### config.mk
export PLATFORM = sky130hd
export DESIGN_NAME = vdp_bus_bridge
export DESIGN_NICKNAME = d
export VERILOG_FILES = /design/src/rtl/vdp_bus_bridge.sv
export SDC_FILE = /design/constraint.sdc
export NUM_CORES = 1
export LEC_CHECK = 0
export BUFFER_PORTS_ARGS = -buffer_cell sky130_fd_sc_hd__buf_2
export CAP_MARGIN = 20
export CORE_ASPECT_RATIO = 0.8
export CORE_MARGIN = 5
export CORE_UTILIZATION = 50
export CTS_CLUSTER_DIAMETER = 100
export DETAILED_ROUTE_END_ITERATION = 8
export PLACE_DENSITY = 0.82
export SYNTH_ARGS = -nofsm -noshare
export SYNTH_HDL_FRONTEND = slang
export SYNTH_SLANG_ARGS = --single-unit
export TNS_END_PERCENT = 100
### constraint.sdc
create_clock -name clk -period 6.3 [get_ports clk]
set_clock_uncertainty 0.1 [all_clocks]
set_input_delay 0.63 -clock clk [delete_from_list [all_inputs] [get_ports clk]]
set_output_delay 0.63 -clock clk [all_outputs]
set_load 0.02 [all_outputs]
### src/rtl/vdp_bus_bridge.sv
// rtl/vdp_bus_bridge.sv - CPU-to-VDP bridge: buffered write issue FSM plus register/VRAM read path
// Writes queue in a small FIFO and drain through a two-phase handshake; reads bypass the FIFO once it is drained.
module vdp_bus_bridge #(
  parameter int FIFO_DEPTH = 4
) (
  input  logic       clk,
  input  logic       reset,
  input  logic       cpu_cs,
  input  logic       cpu_rw,
  input  logic [1:0] cpu_addr,
  input  logic [7:0] cpu_wdata,
  output logic [7:0] cpu_rdata,
  output logic       cpu_rvalid,
  output logic       cpu_rdy,
  output logic [1:0] vdp_mode,
  output logic       vdp_write,
  output logic       vdp_read,
  output logic [7:0] vdp_wdata,
  input  logic [7:0] vdp_rdata,
  input  logic       vdp_rdy
);
  localparam int PW = $clog2(FIFO_DEPTH);
  localparam int LW = PW + 1;

  typedef enum logic [1:0] {
    ST_IDLE    = 2'd0,
    ST_ASSERT  = 2'd1,
    ST_RELEASE = 2'd2
  } state_t;

  state_t          state_q, state_d;
  logic            asrt2_q;
  logic [9:0]      mem_q [FIFO_DEPTH];
  logic [PW-1:0]   wr_ptr_q, rd_ptr_q;
  logic [LW-1:0]   level_q;
  logic [1:0]      mode_q;
  logic [7:0]      wdata_q;
  logic            vdp_read_q, rd_cap_q;
  logic [7:0]      rdata_q;
  logic            rvalid_q;

  logic            full, empty, busy, rd_pend, is_stat;
  logic            accept, push, pop, data_rd, stat_rd;
  logic [4:0]      level_ext;
  logic [2:0]      level_sat;
  logic [7:0]      status;

  assign full      = (level_q == LW'(FIFO_DEPTH));
  assign empty     = (level_q == '0);
  assign rd_pend   = vdp_read_q | rd_cap_q;
  assign is_stat   = (cpu_addr == 2'd3);
  assign level_ext = 5'(level_q);
  assign level_sat = (level_ext > 5'd7) ? 3'd7 : level_ext[2:0];
  assign status    = {full, empty, busy, 2'b00, level_sat};

  always_comb begin
    cpu_rdy = 1'b0;
    if (cpu_rw && is_stat)      cpu_rdy = 1'b1;
    else if (cpu_rw)            cpu_rdy = empty && (state_q == ST_IDLE) && !rd_pend;
    else if (is_stat)           cpu_rdy = !rd_pend;
    else                        cpu_rdy = !full && !rd_pend;
  end

  assign accept  = cpu_cs && cpu_rdy;
  assign push    = accept && !cpu_rw && !is_stat;
  assign data_rd = accept && cpu_rw && !is_stat;
  assign stat_rd = accept && cpu_rw && is_stat;
  assign pop     = (state_q == ST_IDLE) && !empty;

  always_ff @(posedge clk) begin
    if (push) mem_q[wr_ptr_q] <= {cpu_addr, cpu_wdata};
  end

  always_ff @(posedge clk) begin
    if (reset) begin
      wr_ptr_q <= '0;
      rd_ptr_q <= '0;
      level_q  <= '0;
    end else begin
      if (push) wr_ptr_q <= wr_ptr_q + 1'b1;
      if (pop)  rd_ptr_q <= rd_ptr_q + 1'b1;
      level_q <= level_q + LW'(push) - LW'(pop);
    end
  end

  always_ff @(posedge clk) begin
    if (reset) begin
      state_q <= ST_IDLE;
      asrt2_q <= 1'b0;
    end else begin
      state_q <= state_d;
      asrt2_q <= (state_q == ST_ASSERT) && (state_d == ST_ASSERT);
    end
  end

  // vdp_rdy only counts from the second ASSERT cycle, which gives the two-cycle minimum
  always_comb begin
    state_d = state_q;
    case (state_q)
      ST_IDLE:    if (!empty) state_d = ST_ASSERT;
      ST_ASSERT:  if (asrt2_q && vdp_rdy) state_d = ST_RELEASE;
      ST_RELEASE: state_d = ST_IDLE;
      default:    state_d = ST_IDLE;
    endcase
  end

  always_comb begin
    vdp_write = (state_q == ST_ASSERT);
    busy      = (state_q != ST_IDLE);
  end

  always_ff @(posedge clk) begin
    if (reset) begin
      mode_q     <= 2'd0;
      wdata_q    <= 8'd0;
      vdp_read_q <= 1'b0;
      rd_cap_q   <= 1'b0;
      rdata_q    <= 8'd0;
      rvalid_q   <= 1'b0;
    end else begin
      vdp_read_q <= data_rd;
      rd_cap_q   <= vdp_read_q;
      rvalid_q   <= vdp_read_q | stat_rd;
      if (pop)          {mode_q, wdata_q} <= mem_q[rd_ptr_q];
      else if (data_rd) mode_q <= cpu_addr;
      // a VDP read returning in the same cycle as a status read takes the data register
      if (vdp_read_q)   rdata_q <= vdp_rdata;
      else if (stat_rd) rdata_q <= status;
    end
  end

  assign vdp_mode   = mode_q;
  assign vdp_wdata  = wdata_q;
  assign vdp_read   = vdp_read_q;
  assign cpu_rdata  = rdata_q;
  assign cpu_rvalid = rvalid_q;
endmodule

==> summary.txt <==
Run status
  • Status: finished clean

STA
  • Fmax achieved: 359 MHz
  • RSZ-0062 raised after global routing: no
  • Final count of hold timing violations: 0
  • Pins over their slew limit: 0
  • Slew margin rel.: 47.6%
  • Endpoints failing setup: 0
  • Final Critical Period: 2.79 ns
  • Setup TNS: 0 ns
  • Fin crit share: 44.3%
  • Worst Tran Pin Value: 0.783 ns

CTS
  • CTS tree: yes
  • Clock transition at the registers of the reported paths: 0.07 ns
  • Num CTS Buffers: 9
  • Post_cts resized: 0
  • Insertion delay to the later sink of the worst-skew pair: 0.34 ns
  • H-tree level count: 3
  • Clk root buf: clkbuf_8
  • Post-CTS Setup Inserts: 0
  • Clk buf depth: 2
  • CTS sink count: 73
  • CTS Hold Buffers Added: 0

Route
  • Wirelength, routed: 5740 um
  • WL met2: 2700 um
  • Via/cell ratio: 5.58
  • 1st-pass router iterations: 6
  • Post-DRT Antenna Nets: 0
  • Wire per inst: 16.0 um
  • Initial DRC Count: 203
  • Metal-1 WL: 2490 um
  • Highest metal used: met4
  • DR WL met3: 481 um
  • Via count: 1,996
  • Drt drc: 0

Setup path
  • CP required: 5.57 ns
  • CP Class: flop to output pin
  • Critical path, cell by cell: nor2_1, a21boi_0, o21ai_0, buf_2
  • Worst Setup SP: state_q[1]$_SDFF_PP0_
  • CP delay by family, top: simple AND/OR/NAND/NOR gates
  • Worst path bufs/invs: 1
  • Setup crit end kind: output pin
  • Startpoint Class: flop
  • Slowest stage delay, CP: 0.62 ns
  • Worst R2R Setup Slack: 3.70 ns
  • CP max stage cell: nor2_1
  • Critical path peak fanout: 11
  • Worst reg2reg path startpoint: vdp_read$_SDFF_PP0_
  • Crit path arrival time: 2.06 ns

Floorplanning
  • Core Rows: 25
  • Core area: 5820 um2
  • Initial Utilization: 50.9%
  • Die H: 78.9 um
  • Width of the die: 96.1 um
  • Die area: 7570 um2
  • Ports: 45

Synth
  • Synth Warn #: 0
  • Synth top area cells: edfxtp_1 (41%), dfxtp_1 (22%), mux4_2 (7.6%)
  • Synthesized instance count: 232
  • Mean Syn Cell Area: 12.8 um2
  • Seq/Total Area, Yosys: 62.8%
  • Synth cell types: 36
  • Fraction of registers with async set/reset: 0%
  • Yosys reg bits: 73
  • Primary FF master, synth: edfxtp_1
  • Number of synthesized flops with an enable pin: 40
  • Share of the synthesized area in the top cell type: 40.5%
  • Mapped cell area: 2960 um2
  • Post-Syn Nets: 263
  • Synth area leader: edfxtp_1

Cells and area
  • Share of layout cells above drive strength 1: 26.7%
  • Fin cells: 358
  • Layout net count: 303
  • Area growth syn-to-layout: 17.1%
  • Ant. Diodes: 0

Hold path
  • Worst hold-check path type: flop to flop
  • Min-delay src: asrt2_q$_SDFF_PP0_

Global routing
  • Tot GR Track Use: 16.8%
  • Initial antenna violation count: 0
  • First-pass GRT wire length: 9430 um
  • Number of global-route vias before repair: 1,890
  • Grt total ovfl: 0
  • Pin count of the biggest net entering global routing: 32

Place
  • Port bufs: 44
  • Placed cells: 342
  • Routability cong.: 0.892
  • DP HPWL: 3910 um

Run
  • Maxcap violations: 0

Pwr
  • Max VDD drop: 0.248 mV
  • PD cells: 416 nW/um2
  • Lkg Pwr: 1.28 nW
power breakdown:
part,switching [mW],internal [mW]
Clock,0.169,0.262
Combinational,0.230,0.163
Sequential,0.0574,0.564
cells by family after synthesis:
logic type / Yosys count / share of synthesized area (%)
AOI/OAI and AO/OA: 52 / 11.2
muxes: 10 / 7.60
xor gates and xnor gates: 1 / 0.296
and+or+nand+nor: 63 / 11.1
DFF: 73 / 62.8
buffers and inverters: 25 / 3.29
adders and majority gates: 8 / 3.63
worst register-to-register path: cells and delay by family, from the launching register on:
kind / cells / cell delay [ns]
adder cells (fa/ha/maj): 3 / 0.85
AND/OR/NAND/NOR: 2 / 0.45
flip-flops: 1 / 0.43
AO/OA/AOI/OAI: 1 / 0.36
XOR/XNOR: 1 / 0.15
buffers and inverters: 2 / 0.13
cell usage after synthesis (2+ instances only):
master and count:
nand2_1 15, a211o_1 4, nand3_1 14, or4_1 3
buf_1 3, dfxtp_1 33, clkbuf_1 10, or3b_2 2
and2_1 4, nor2_1 8, inv_1 9, ha_1 7
o21ai_0 10, nor3_1 5, a21oi_1 21, o31ai_1 3
edfxtp_1 40, nand4_1 3, o41ai_1 2, mux4_2 10
buf_2 3, nor2b_1 4, a311oi_1 6
cell usage in the layout (no fill, tap or decap), types with 2 or more instances in the layout:
master,Yosys,layout
buf_2,3,44
edfxtp_1,40,40
dfxtp_1,33,33
a21oi_1,21,21
nand2_1,15,15
nand3_1,14,14
o21ai_0,10,10
mux4_2,10,10
inv_1,9,9
clkbuf_8,0,9
nor2_1,8,8
ha_1,7,7
a311oi_1,6,6
nor3_1,5,5
nor2b_1,4,4
a211o_1,4,4
and2_1,4,4
or4_1,3,3
o31ai_1,3,3
nand4_1,3,3
bufinv_16,0,3
or3b_2,2,2
o41ai_1,2,2
clkinvlp_4,0,2
worst paths after layout:
check,cells after the start,end
setup / recovery,4,cpu_rdy
hold / removal,2,state_q[1]$_SDFF_PP0_
setup reg to reg,9,level_q[2]$_SDFF_PP0_
hold reg to reg,2,state_q[1]$_SDFF_PP0_
through the flow:
| stage | setup slack (ns) | instance area (um2) | utilization, % | power, mW | hold slack (ns) |
|---|---|---|---|---|---|
| 4_1_cts | 3.50 | 3470 | 59.7 | 1.46 | 0.347 |
| 2_1_floorplan | 3.54 | 2960 | - | 0.911 | 0.320 |
| 3_5_place_dp | 3.30 | 3230 | 55.5 | 1.02 | 0.336 |
| 3_3_place_gp | 3.38 | 3230 | 55.5 | 1.01 | 0.326 |
| 6_report | 3.51 | 3470 | 59.7 | 1.45 | 0.347 |
| 5_1_grt | 3.35 | 3470 | 59.7 | 1.54 | 0.375 |
final cells by class:
class | count | area, um2
fillers | 464 | 2350
flip-flops and latches | 73 | 1860
multi-input cells | 134 | 1000
repair buffers | 45 | 228
clock buffers | 9 | 124
clock inverters | 7 | 119
well taps | 81 | 101
inverters | 9 | 33.8
per-layer routing:
layer	GRT usage [%]	vias up
met5	0	-
met4	6.68	0
met3	6.06	9
met2	24.6	83
met1	22.6	952
li1	-	952
registers in the layout, summed over array words and instances (netlist names), named ones only:
| register | flops |
|---|---|
| level_q | 3 |
| rd_ptr_q | 2 |
| vdp_mode | 2 |
| state_q | 2 |
| cpu_rvalid | 1 |
| vdp_wdata | 8 |
| vdp_read | 1 |
| wr_ptr_q | 2 |
| cpu_rdata | 8 |
| mem_q | 40 |
| asrt2_q | 1 |
| rd_cap_q | 1 |
No activity file was read; power rests on OpenSTA's default activity.
